===== config.mk =====
export PLATFORM = sky130hd
export DESIGN_NAME = fetch_ctrl_flat
export DESIGN_NICKNAME = d
export VERILOG_FILES = /design/src/rtl/fetch_ctrl_if.sv /design/src/rtl/fetch_ctrl.sv /design/src/flat_wrapper.sv
export SDC_FILE = /design/constraint.sdc
export NUM_CORES = 1
export LEC_CHECK = 0
export ABC_AREA = 0
export CAP_MARGIN = 20
export CELL_PAD_IN_SITES_DETAIL_PLACEMENT = 0
export CELL_PAD_IN_SITES_GLOBAL_PLACEMENT = 2
export CORE_AREA = 3 3 167 169
export CTS_CLUSTER_DIAMETER = 100
export DETAILED_ROUTE_END_ITERATION = 16
export DIE_AREA = 0 0 170 172
export GPL_ROUTABILITY_DRIVEN = 1
export PLACE_DENSITY_LB_ADDON = 0.1
export SYNTH_ARGS = -nofsm -noshare
export SYNTH_HDL_FRONTEND = slang
export SYNTH_SLANG_ARGS = --single-unit

===== constraint.sdc =====
create_clock -name clk -period 4.4 [get_ports clk]
set_clock_uncertainty 0.05 [all_clocks]
set_input_delay 0.88 -clock clk [delete_from_list [all_inputs] [get_ports clk]]
set_output_delay 0.88 -clock clk [all_outputs]
set_load 0.005 [all_outputs]

===== src/rtl/fetch_ctrl_if.sv =====
// Fetch-stage bus: hazard/branch/halt inputs and PC/flush outputs of fetch_ctrl.
// FETCH_CTRL_PERF_EN adds the fetch_cnt / redirect_cnt performance outputs.
interface fetch_ctrl_if;
    logic        stall;
    logic        br_valid;
    logic        br_taken;
    logic        uncond_br;
    logic [18:0] cond_addr19;
    logic [25:0] br_addr26;
    logic [63:0] br_pc;
    logic        halt_req;
    logic [63:0] pc;
    logic        pc_valid;
    logic        ifid_write;
    logic        flush;
    logic        halted;
`ifdef FETCH_CTRL_PERF_EN
    logic [31:0] fetch_cnt;
    logic [31:0] redirect_cnt;

    modport master (
        input  stall, br_valid, br_taken, uncond_br, cond_addr19, br_addr26, br_pc, halt_req,
        output pc, pc_valid, ifid_write, flush, halted, fetch_cnt, redirect_cnt
    );
    modport slave (
        output stall, br_valid, br_taken, uncond_br, cond_addr19, br_addr26, br_pc, halt_req,
        input  pc, pc_valid, ifid_write, flush, halted, fetch_cnt, redirect_cnt
    );
`else
    modport master (
        input  stall, br_valid, br_taken, uncond_br, cond_addr19, br_addr26, br_pc, halt_req,
        output pc, pc_valid, ifid_write, flush, halted
    );
    modport slave (
        output stall, br_valid, br_taken, uncond_br, cond_addr19, br_addr26, br_pc, halt_req,
        input  pc, pc_valid, ifid_write, flush, halted
    );
`endif
endinterface


===== src/rtl/fetch_ctrl.sv =====
// Fetch-stage sequencer: owns the PC, handles hold/redirect/halt, emits IF/ID enable and flush.
// Optional FETCH_CTRL_PERF_EN adds saturating fetch and redirect counters.
module fetch_ctrl #(
    parameter logic [63:0] RESET_PC    = 64'h0,
    parameter int unsigned BOOT_CYCLES = 1
) (
    input  logic          clk,
    input  logic          rst,
    fetch_ctrl_if.master  bus
);
    typedef enum logic [1:0] {S_BOOT, S_RUN, S_HALT} state_t;

    localparam logic [3:0] BOOT_LAST = 4'(BOOT_CYCLES - 1);

    state_t      state_q, state_d;
    logic [63:0] pc_q, pc_d;
    logic        pc_valid_q, pc_valid_d;
    logic        flush_q, flush_d;
    logic        halted_q, halted_d;
    logic [3:0]  boot_cnt_q, boot_cnt_d;

    logic        redirect;
    logic        redir_acc;
    logic        ifid_write;
    logic [63:0] offset_se;
    logic [63:0] target;

    always_comb begin
        redirect  = bus.br_valid & bus.br_taken;
        offset_se = bus.uncond_br ? {{38{bus.br_addr26[25]}}, bus.br_addr26}
                                  : {{45{bus.cond_addr19[18]}}, bus.cond_addr19};
        target    = bus.br_pc + (offset_se << 2);
    end

    assign ifid_write = (state_q == S_RUN) & ~bus.stall & ~bus.halt_req;

    always_comb begin
        state_d    = state_q;
        pc_d       = pc_q;
        pc_valid_d = pc_valid_q;
        flush_d    = 1'b0;
        halted_d   = halted_q;
        boot_cnt_d = boot_cnt_q;
        redir_acc  = 1'b0;
        case (state_q)
            S_BOOT: begin
                if (boot_cnt_q == BOOT_LAST) begin
                    state_d    = S_RUN;
                    pc_valid_d = 1'b1;
                    boot_cnt_d = 4'd0;
                end else begin
                    boot_cnt_d = boot_cnt_q + 4'd1;
                end
            end
            S_RUN: begin
                if (redirect) begin
                    pc_d      = target;
                    flush_d   = 1'b1;
                    redir_acc = 1'b1;
                end else if (bus.halt_req) begin
                    // Halting pc is held so it is re-fetched on resume.
                    state_d    = S_HALT;
                    halted_d   = 1'b1;
                    pc_valid_d = 1'b0;
                end else if (!bus.stall) begin
                    pc_d = pc_q + 64'd4;
                end
            end
            S_HALT: begin
                if (redirect) begin
                    pc_d      = target;
                    flush_d   = 1'b1;
                    redir_acc = 1'b1;
                end else if (!bus.halt_req) begin
                    state_d    = S_RUN;
                    halted_d   = 1'b0;
                    pc_valid_d = 1'b1;
                end
            end
            default: state_d = S_BOOT;
        endcase
    end

    always_ff @(posedge clk or negedge rst) begin
        if (!rst) begin
            state_q    <= S_BOOT;
            pc_q       <= RESET_PC;
            pc_valid_q <= 1'b0;
            flush_q    <= 1'b0;
            halted_q   <= 1'b0;
            boot_cnt_q <= 4'd0;
        end else begin
            state_q    <= state_d;
            pc_q       <= pc_d;
            pc_valid_q <= pc_valid_d;
            flush_q    <= flush_d;
            halted_q   <= halted_d;
            boot_cnt_q <= boot_cnt_d;
        end
    end

    assign bus.pc         = pc_q;
    assign bus.pc_valid   = pc_valid_q;
    assign bus.ifid_write = ifid_write;
    assign bus.flush      = flush_q;
    assign bus.halted     = halted_q;

`ifdef FETCH_CTRL_PERF_EN
    logic [31:0] fetch_cnt_q, fetch_cnt_d;
    logic [31:0] redirect_cnt_q, redirect_cnt_d;

    always_comb begin
        fetch_cnt_d    = fetch_cnt_q;
        redirect_cnt_d = redirect_cnt_q;
        if (ifid_write && fetch_cnt_q != 32'hFFFF_FFFF)
            fetch_cnt_d = fetch_cnt_q + 32'd1;
        if (redir_acc && redirect_cnt_q != 32'hFFFF_FFFF)
            redirect_cnt_d = redirect_cnt_q + 32'd1;
    end

    always_ff @(posedge clk or negedge rst) begin
        if (!rst) begin
            fetch_cnt_q    <= 32'd0;
            redirect_cnt_q <= 32'd0;
        end else begin
            fetch_cnt_q    <= fetch_cnt_d;
            redirect_cnt_q <= redirect_cnt_d;
        end
    end

    assign bus.fetch_cnt    = fetch_cnt_q;
    assign bus.redirect_cnt = redirect_cnt_q;
`else
    logic unused_redir_acc;
    assign unused_redir_acc = redir_acc;
`endif
endmodule

===== src/flat_wrapper.sv =====
// flat-port wrapper written by rule: the top's interface ports become plain ports
module fetch_ctrl_flat 
#(
    parameter logic [63:0] RESET_PC    = 64'h0,
    parameter int unsigned BOOT_CYCLES = 1
)
  (clk, rst, bus_stall, bus_br_valid, bus_br_taken, bus_uncond_br, bus_cond_addr19, bus_br_addr26, bus_br_pc, bus_halt_req, bus_pc, bus_pc_valid, bus_ifid_write, bus_flush, bus_halted);
  fetch_ctrl_if bus_i ();
  input  logic clk;
  input  logic rst;
  input wire logic [$bits(bus_i.stall)-1:0] bus_stall;
  input wire logic [$bits(bus_i.br_valid)-1:0] bus_br_valid;
  input wire logic [$bits(bus_i.br_taken)-1:0] bus_br_taken;
  input wire logic [$bits(bus_i.uncond_br)-1:0] bus_uncond_br;
  input wire logic [$bits(bus_i.cond_addr19)-1:0] bus_cond_addr19;
  input wire logic [$bits(bus_i.br_addr26)-1:0] bus_br_addr26;
  input wire logic [$bits(bus_i.br_pc)-1:0] bus_br_pc;
  input wire logic [$bits(bus_i.halt_req)-1:0] bus_halt_req;
  output wire logic [$bits(bus_i.pc)-1:0] bus_pc;
  output wire logic [$bits(bus_i.pc_valid)-1:0] bus_pc_valid;
  output wire logic [$bits(bus_i.ifid_write)-1:0] bus_ifid_write;
  output wire logic [$bits(bus_i.flush)-1:0] bus_flush;
  output wire logic [$bits(bus_i.halted)-1:0] bus_halted;
  assign bus_i.stall = bus_stall;
  assign bus_i.br_valid = bus_br_valid;
  assign bus_i.br_taken = bus_br_taken;
  assign bus_i.uncond_br = bus_uncond_br;
  assign bus_i.cond_addr19 = bus_cond_addr19;
  assign bus_i.br_addr26 = bus_br_addr26;
  assign bus_i.br_pc = bus_br_pc;
  assign bus_i.halt_req = bus_halt_req;
  assign bus_pc = bus_i.pc;
  assign bus_pc_valid = bus_i.pc_valid;
  assign bus_ifid_write = bus_i.ifid_write;
  assign bus_flush = bus_i.flush;
  assign bus_halted = bus_i.halted;
  fetch_ctrl #(.RESET_PC(RESET_PC), .BOOT_CYCLES(BOOT_CYCLES)) u_core (.clk(clk), .rst(rst), .bus(bus_i));
endmodule

Yosys cells after proc, flatten, opt, wreduce, memory -nomap -nowiden
Index checks and enable logic that the tools add are counted.
{ "totals": {"inputBits": 116, "out_inout_bits": 68, "wordCells": 59, "register_bits": 73} }
{ "op_classes": {"addsub": 3, "n_eq_ne": 10, "bitwise": 5, "reduce_logical": 9, "n_mux": 26} }
{ "ops": {"columns": ["cell", "count"], "rows": [
  ["2-to-1 mux 64 bit", 4],
  ["one-hot mux 64 bit (2 select lines)", 1],
  ["adder 64 x 3 -> 64 bit (second input constant)", 1],
  ["adder 64 bit", 1],
  ["2-to-1 mux 62 bit", 1],
  ["2-to-1 mux 1 bit", 11],
  ["2-to-1 mux 2 bit", 5],
  ["AND reduction 5 bit", 2],
  ["inequality test 2 bit (second input constant)", 4],
  ["inequality test 3 x 2 -> 1 bit (second input constant)", 2],
  ["one-hot mux 2 bit (3 select lines)", 1],
  ["AND reduction 6 bit", 1],
  ["adder 4 x 1 -> 4 bit (second input constant)", 1],
  ["logical NOT 4 bit", 1],
  ["2-to-1 mux 4 bit", 1],
  ["inequality test 2 x 1 -> 1 bit (second input constant)", 2],
  ["AND reduction 4 bit", 1],
  ["AND 1 bit", 3],
  ["one-hot mux 1 bit (3 select lines)", 1],
  ["nonzero test 3 bit", 1],
  ["equality test 2 x 1 -> 1 bit (second input constant)", 1],
  ["equality test 2 bit (second input constant)", 1],
  ["logical NOT 2 bit", 1],
  ["NOT 1 bit", 2],
  ["other kinds (3)", 3]
]} }

Longest topological paths before layout
Gate-level depths: netlist of run 1.
{ "depth": {"ltp_word": 5, "ltp_mapped": 15, "depth_no_buf": 12} }

Worst setup path after synthesis of run 1
Ideal clock, no wire load.
{ "synth_path": {"kind": "input -> register", "from": "input port bus_uncond_br", "to": "register u_core.pc_q[60] (netlist: u_core.bus.pc[60])", "required_ns": 4.221, "slack_ns": -0.311, "setup_time_ns": 0.129, "t_arrival_ns": 4.532, "n_path_buf": 3, "cell_stages": 15, "cell_sequence": "clkbuf_1 nand2b_1 clkbuf_1 nand2_1 ha_1 buf_6 a21o_1 a21o_1 a221oi_1 nand3_1 a221oi_1 o21ai_1 a21boi_2 mux2i_1 nand3_1"} }
{ "synth_via": {"elab_chain_len": 4, "elab_cells_between_ends": 5, "cone_classes": "1 x add/sub; 4 x mux"} }
{ "synth_rtl": {"columns": ["element", "line", "rtl"], "rows": [
  ["from (decl)", "flat_wrapper.sv:14", "input wire logic [$bits(bus_i.uncond_br)-1:0] bus_uncond_br;"],
  ["2-to-1 mux 62 bit (*)", "fetch_ctrl.sv:30", "offset_se = bus.uncond_br ? {{38{bus.br_addr26[25]}}, bus.br_addr26}"],
  ["adder 64 bit (*)", "fetch_ctrl.sv:32", "target = bus.br_pc + (offset_se << 2);"],
  ["2-to-1 mux 64 bit (on tied branches)", "fetch_ctrl.sv:70, fetch_ctrl.sv:56", null],
  ["one-hot mux 64 bit (2 select lines) (*)", "fetch_ctrl.sv:45", "case (state_q)"],
  ["to (signal assigned)", "fetch_ctrl.sv:94", "pc_q <= pc_d;"],
  ["to (decl)", "fetch_ctrl.sv:16", "logic [63:0] pc_q, pc_d;"]
]} }
Mark *: on every way between the ends. The rest lies on a longest branch, timed or not. The select of a mux whose other input is x is not followed.
A chain may end at the register's enable or synchronous reset.

Worst setup path in the final report of run 1
{ "layout_path": {"from": "input port bus_uncond_br", "to": "register u_core.pc_q[51] (netlist: u_core.bus.pc[51])"} }
Same word-level chain as after synthesis.

==> results of run 1 <==
## worst min-delay path by stage
stage,from,slack (ps),cells after the start,end
floorplan,u_core.boot_cnt_q[3],390,1,u_core.boot_cnt_q[3]
CTS,u_core.boot_cnt_q[3],420,1,u_core.boot_cnt_q[3]
finish,u_core.boot_cnt_q[3],420,1,u_core.boot_cnt_q[3]
detailed placement,u_core.boot_cnt_q[3],410,1,u_core.boot_cnt_q[3]
global route,u_core.boot_cnt_q[3],430,1,u_core.boot_cnt_q[3]
global placement,u_core.boot_cnt_q[3],400,1,u_core.boot_cnt_q[3]
## per-layer routing
metal	vias up	GRT usage	wire, um
met5	-	0	0
met4	0	0.0497	546
met3	28	0.0249	1510
met2	262	0.372	15400
met1	4644	0.302	15600
li1	4975	-	-
## worst max-delay path: cells and delay by family
family / cells / cell delay (ps)
buf+inv: 7 / 1440
compound gates: 6 / 900
mux: 1 / 350
xor+xnor: 1 / 300
fa+ha+maj: 1 / 280
simple gates: 2 / 270
## cell type report
type,instances,area (um^2),area share
inverter,22,82.6,0.00645
clock inverter,5,56.3,0.00439
multi-input combinational,982,6580,0.514
timing repair buffer,412,3600,0.281
clock buffer,11,233,0.0182
sequential,73,1830,0.143
tap,341,427,0.0333
## flip-flops by register name, summed over array words and instances (netlist names)
signal and count:
u_core.boot_cnt_q 4, u_core.bus.flush 1, u_core.bus.halted 1, u_core.bus.pc 64, u_core.bus.pc_valid 1, u_core.state_q 2
## through the flow
| step | setup WS (ps) | hold WS, ps | util |
|---|---|---|---|
| floorplan | 42.5 | 387 | - |
| global placement | -584 | 404 | 0.456 |
| detailed placement | -661 | 407 | 0.456 |
| CTS | 11.8 | 420 | 0.468 |
| global route | 0.294 | 427 | 0.479 |
| finish | 118 | 422 | 0.479 |
## cells by family after synthesis
group,after synthesis,share of synthesized area
xor gates and xnor gates,53,0.0563
muxes,25,0.0329
AOI/OAI and AO/OA,424,0.310
adders and majority gates,69,0.103
and+or+nand+nor,411,0.243
buffers and inverters,80,0.0407
DFF,73,0.215
## layout by cell type, fill, tap and decap left out, drive strengths merged, types with 4 or more instances in the layout
cell type | Yosys | final
a21o | 41 | 41
buf | 10 | 229
nor3 | 24 | 24
o21ai | 102 | 102
ha | 68 | 68
nand3 | 49 | 49
nand3b | 5 | 5
clkinv | 1 | 4
a21oi | 153 | 153
xor2 | 25 | 25
nand4 | 35 | 35
o21bai | 13 | 13
o22ai | 13 | 13
clkbuf | 48 | 12
o31ai | 5 | 5
a211oi | 11 | 11
and4 | 7 | 7
mux2 | 20 | 20
or2 | 4 | 4
and2 | 11 | 11
inv | 21 | 21
nand2 | 132 | 132
o21a | 9 | 9
or3 | 5 | 5
o211ai | 11 | 11
a22oi | 5 | 5
dfrtp | 73 | 73
nand2b | 5 | 5
nor4 | 13 | 13
xnor2 | 27 | 27
nor2b | 5 | 5
clkdlybuf4s50 | 0 | 182
and3 | 22 | 22
a21boi | 6 | 6
a31oi | 18 | 18
a221oi | 5 | 5
mux2i | 5 | 5
nor2 | 89 | 89
## power by group
part / internal, mW / leakage [nW] / switching [mW]
clock network: 0.439 / 0.139 / 0.305
registers: 0.994 / 0.853 / 0.474
logic: 1.74 / 4.53 / 1.97
## repair_timing
item	CTS	global route
setup endpoints to repair	23	28
resized for setup	7	44
hold buffers	0	0
gates cloned	0	1
buffers inserted	2	3
pin swaps	4	18
==> flow_summary.json, run 1 <==
{
  "critPathLaunchType": "input port",
  "antenna_left": 0,
  "critPathMaxStageDelay_ps": 470,
  "io_pins": 184,
  "cts_buffers": 9,
  "p_total_mw": 5.92,
  "nets": 1685,
  "ys_seq_area_frac": 0.215,
  "netlist.area_leader.share": 0.215,
  "syn_nets": 1320,
  "clk_path_buf_depth": 2,
  "yosysMostFrequentCell": "a21oi_1",
  "r2r_setup_slack_ps": 1300,
  "grt_usage": 0.220,
  "placed_area_um2": 12200,
  "synth_edf_count": 0,
  "syn_inst": 1135,
  "clk_latency_ps": 340,
  "port_buffers": 183,
  "synth_top_cell_by_area": "dfrtp_1",
  "reg2reg_depth": 10,
  "tns_ps": 0,
  "period_share": 0.973,
  "die_x_um": 170,
  "power.density_nw_per_um2": 462,
  "cts_sinks": 73,
  "start_util": 0.318,
  "rows": 60,
  "p_leak_nw": 5.53,
  "synthTopCellsByArea": "dfrtp_1 (22%), ha_1 (10%), a21oi_1 (9.0%)",
  "cp-endpoint": "u_core.bus.pc[51]",
  "gp_congestion": 0.878,
  "worstSetupStartpoint": "bus_uncond_br",
  "hp-class": "reg -> reg",
  "vias_per_cell": 5.37,
  "synthArstFlopShare": 1.00,
  "nFillCells": 2693,
  "h-tree-depth": 3,
  "area_delta_synth_final_pct": 50.9,
  "wl_mm": 33.1,
  "report.final.slew_viol_count": 0,
  "endpoint_kind": "register",
  "drtPass1Iterations": 5,
  "antenna_found_initial": 0,
  "fin_crit_ps": 4280,
  "setup_viol": 0,
  "drv_cap": 0,
  "dpl.cell_count": 1824,
  "synth_common_cells": "a21oi_1 (153), nand2_1 (131), o21ai_0 (96)",
  "fin_area_um2": 12800,
  "detail_route.iter0.violations": 612,
  "synth_cell_type_count": 79,
  "rsz0062_at_grt": "no",
  "r2r_end": "u_core.bus.pc[48]",
  "reg2reg_from": "u_core.bus.pc[2]",
  "dp_hpwl_mm": 26.3,
  "relSlewSlack": 0.428,
  "grt_pass1_vias": 9505,
  "syn_avg_cell_area_um2": 7.48,
  "core_area_um2": 26700,
  "yosys_register_bits": 73,
  "hold_viol": 0,
  "clock_tree.root_cell": "clkbuf_16",
  "synth_area_um2": 8490,
  "fmax_ghz": 0.234,
  "route.detailed.drc": 0,
  "grt_pass1_wl_mm": 51.7,
  "layout-drive-gt1-share": 0.220,
  "wire_per_inst_um": 17.9,
  "cts_tree": "done",
  "grt_max_degree": 51,
  "crit_path_max_fanout": 5,
  "yosys_most_used_dff": "dfrtp_1",
  "worst_pin_slew_ps": 855,
  "cp_slowest_cell": "clkdlybuf4s50_1",
  "run_status": "finished clean",
  "dieArea_um2": 29200,
  "cts.clk_slew.worst_paths_ps": 60,
  "cp.required_ps": 4560,
  "cp_cell_sequence": "clkdlybuf4s50_1 -> buf_6 -> buf_4 -> mux2_2 -> ha_4 -> buf_4 -> nand3_2 -> nor2_4 -> o21ai_2 -> a2111oi_4 -> buf_4 -> o21ai_2 -> buf_6 -> o41ai_2 -> buf_4 -> a31oi_1 -> xor2_1 -> a21oi_1",
  "ir_worst_vdd_mv": 0.404,
  "grt-ovfl-total": 0,
  "final_cells": 1846,
  "path_common_cell": "buf_4",
  "ys_warn_count": 0,
  "die_y_um": 172,
  "path_class": "in -> reg",
  "antenna_cells": 0,
  "crit_arrival_ps": 4440,
  "vias": 9909
}
No activity file was read; power rests on OpenSTA's default activity.
==> run 2, diff against run 1 <==
Settings changed: CORE_AREA 3 3 167 169 to 4 4 154 186, DIE_AREA 0 0 170 172 to 0 0 158 190.
==> run 2 against run 1 <==
Effect of this change: count of clock-buffer cells in the layout fell by 1; cell count rose by 0.11%; sequential share of layout area rose by 0.092 points; highest routed layer unchanged; die area rose by 2.7%; critical path type unchanged; first-iteration DRC count fell by 29%; routed wire length fell by 0.48%; combinational power barely moved; register-to-register slack improved by 50 ps; critical path depth fell by 2; cell area fell by 0.64%; total power rose by 0.15%; clock power rose by 2%.
==> flow_summary.json, run 2 (synthesis results as in run 1) <==
{
  "hold_ws_ps": 414,
  "power_switching_mw": 2.73,
  "run_status": "finished clean",
  "worst_pin_slew_ps": 714,
  "vias_per_cell": 5.32,
  "cp_cell_sequence": "clkdlybuf4s50_1 -> buf_12 -> buf_6 -> mux2_2 -> ha_1 -> nand4_1 -> nor4b_2 -> a22oi_2 -> buf_4 -> a2111oi_2 -> buf_4 -> o21bai_1 -> o211a_1 -> o21ai_1 -> xnor2_1 -> o21ai_0",
  "grt_max_degree": 72,
  "gp_congestion": 0.872,
  "path_common_cell": "buf_4",
  "die_x_um": 158,
  "netSwitchingFraction": 0.460,
  "core_area_um2": 26800,
  "ir_worst_vdd_mv": 0.434,
  "setup_viol": 0,
  "period_share": 0.966,
  "seq_power_share": 0.248,
  "setup_ws_ps": 151,
  "grt_usage": 0.211,
  "holdBufCountCts": 0,
  "dieArea_um2": 30000,
  "grt_use_met1": 0.272,
  "power.density_nw_per_um2": 466,
  "drtPass1Iterations": 5,
  "antenna_left": 0,
  "drv_cap": 0,
  "io_pins": 184,
  "area_delta_synth_final_pct": 50.0,
  "grt_pass1_vias": 9647,
  "grt_pass1_wl_mm": 50.9,
  "p_leak_nw": 5.54,
  "port_buffers": 183,
  "path_class": "in -> reg",
  "nFillCells": 2779,
  "p_int_mw": 3.20,
  "pwr-share-comb": 0.624,
  "clk_path_buf_depth": 2,
  "report.final.slew_viol_count": 0,
  "critPathLaunchType": "input port",
  "tns_ps": 0,
  "critPathMaxStageDelay_ps": 510,
  "die_y_um": 190,
  "seq_area_um2": 1830,
  "gr-max-usage-layer": "met2",
  "dp_hpwl_mm": 26.4,
  "antenna_cells": 0,
  "start_util": 0.316,
  "cp.required_ps": 4550,
  "wire_per_inst_um": 17.8,
  "largest_reg_flops": 64,
  "final_cell_mix": "buf_4 (230), clkdlybuf4s50_1 (182), a21oi_1 (146)",
  "fmax_ghz": 0.235,
  "vias": 9833,
  "cts.clk_slew.worst_paths_ps": 60,
  "route.detailed.drc": 0,
  "clk_latency_ps": 340,
  "crit_family": "buffers and inverters",
  "relSlewSlack": 0.524,
  "cp_num_buf_inv": 5,
  "clock_tree.root_cell": "clkbuf_16",
  "h-tree-depth": 3,
  "hp-class": "reg -> reg",
  "antenna_found_initial": 0,
  "final_common_cell": "buf_4",
  "cts_sinks": 73,
  "layout-drive-gt1-share": 0.218,
  "grt_use_met2": 0.384,
  "fin_crit_ps": 4250,
  "wl_mm": 32.9,
  "cp_slowest_cell": "clkdlybuf4s50_1",
  "cts_tree": "done",
  "detail_route.iter0.violations": 436,
  "nets": 1688,
  "multi_input_area_um2": 6500,
  "clkPwrFrac": 0.128,
  "crit_path_max_fanout": 10,
  "dpl_worst_slack_ps": -595,
  "cts_buffers": 9,
  "crit_arrival_ps": 4400,
  "hold_viol": 0,
  "endpoint_kind": "register",
  "fin_area_um2": 12700,
  "rows": 66,
  "grt-ovfl-total": 0,
  "met3_usage": 0.0203,
  "placed_area_um2": 12200
}
run 2: changes by cell type in the layout (fill, tap and decap cells not counted), sizes merged:
cell,change
clkinv,+1
buf,+4
clkbuf,-2
run 2: final timing paths:
kind | startpoint | endpoint | slack, ps | cells past startpoint
max reg2reg | u_core.bus.pc[2] | u_core.bus.pc[48] | 1350 | 10
min reg2reg | u_core.boot_cnt_q[3] | u_core.boot_cnt_q[3] | 410 | 1
max | bus_uncond_br | u_core.bus.pc[50] | 150 | 16
min in group asynchronous | rst | u_core.boot_cnt_q[3] | 540 | 1
max in group asynchronous | rst | u_core.bus.pc[23] | 2910 | 2
min | u_core.boot_cnt_q[3] | u_core.boot_cnt_q[3] | 410 | 1
run 2: repair_timing:
action	CTS	global route
setup buffers	1	1
gates resized for setup	11	27
pin swaps	4	11
endpoints found under the setup margin	17	24
run 2: per-layer routing:
| metal | part of all wire | up-vias |
|---|---|---|
| met5 | 0 | - |
| met4 | 0.0084 | 0 |
| met3 | 0.035 | 19 |
| met2 | 0.51 | 176 |
| met1 | 0.45 | 4662 |
| li1 | - | 4976 |
run 2: cell type report:
| class | count | area share |
|---|---|---|
| clock buffer | 10 | 0.0188 |
| timing repair buffer | 415 | 0.282 |
| inverter | 22 | 0.00649 |
| clock inverter | 6 | 0.00452 |
| tap | 340 | 0.0334 |
| sequential | 73 | 0.144 |
| multi-input combinational | 982 | 0.511 |
run 2: power by group through the flow:
| stage | Sequential [mW] | Clock [mW] | Combinational (mW) |
|---|---|---|---|
| after global placement | 1.48 | 0 | 3.65 |
| final | 1.47 | 0.756 | 3.70 |
| after detailed placement | 1.48 | 0 | 3.67 |
| after floorplan | 1.34 | 0 | 1.94 |
| after global routing | 1.53 | 0.796 | 4.06 |
| after CTS | 1.47 | 0.772 | 3.70 |
run 2: metrics by stage:
step / power (mW) / util / std cells
after global routing: 6.39 / 0.474 / 1848
after global placement: 5.13 / 0.456 / 1830
final: 5.93 / 0.474 / 1848
after floorplan: 3.28 / - / 1135
after detailed placement: 5.15 / 0.456 / 1830
after CTS: 5.94 / 0.470 / 1847
==> run 3, diff against run 2 <==
Settings changed: CTS_CLUSTER_SIZE from default to 12.
==> results of run 3 <==
Final layout, timing and power as in run 2 (identical DEF).
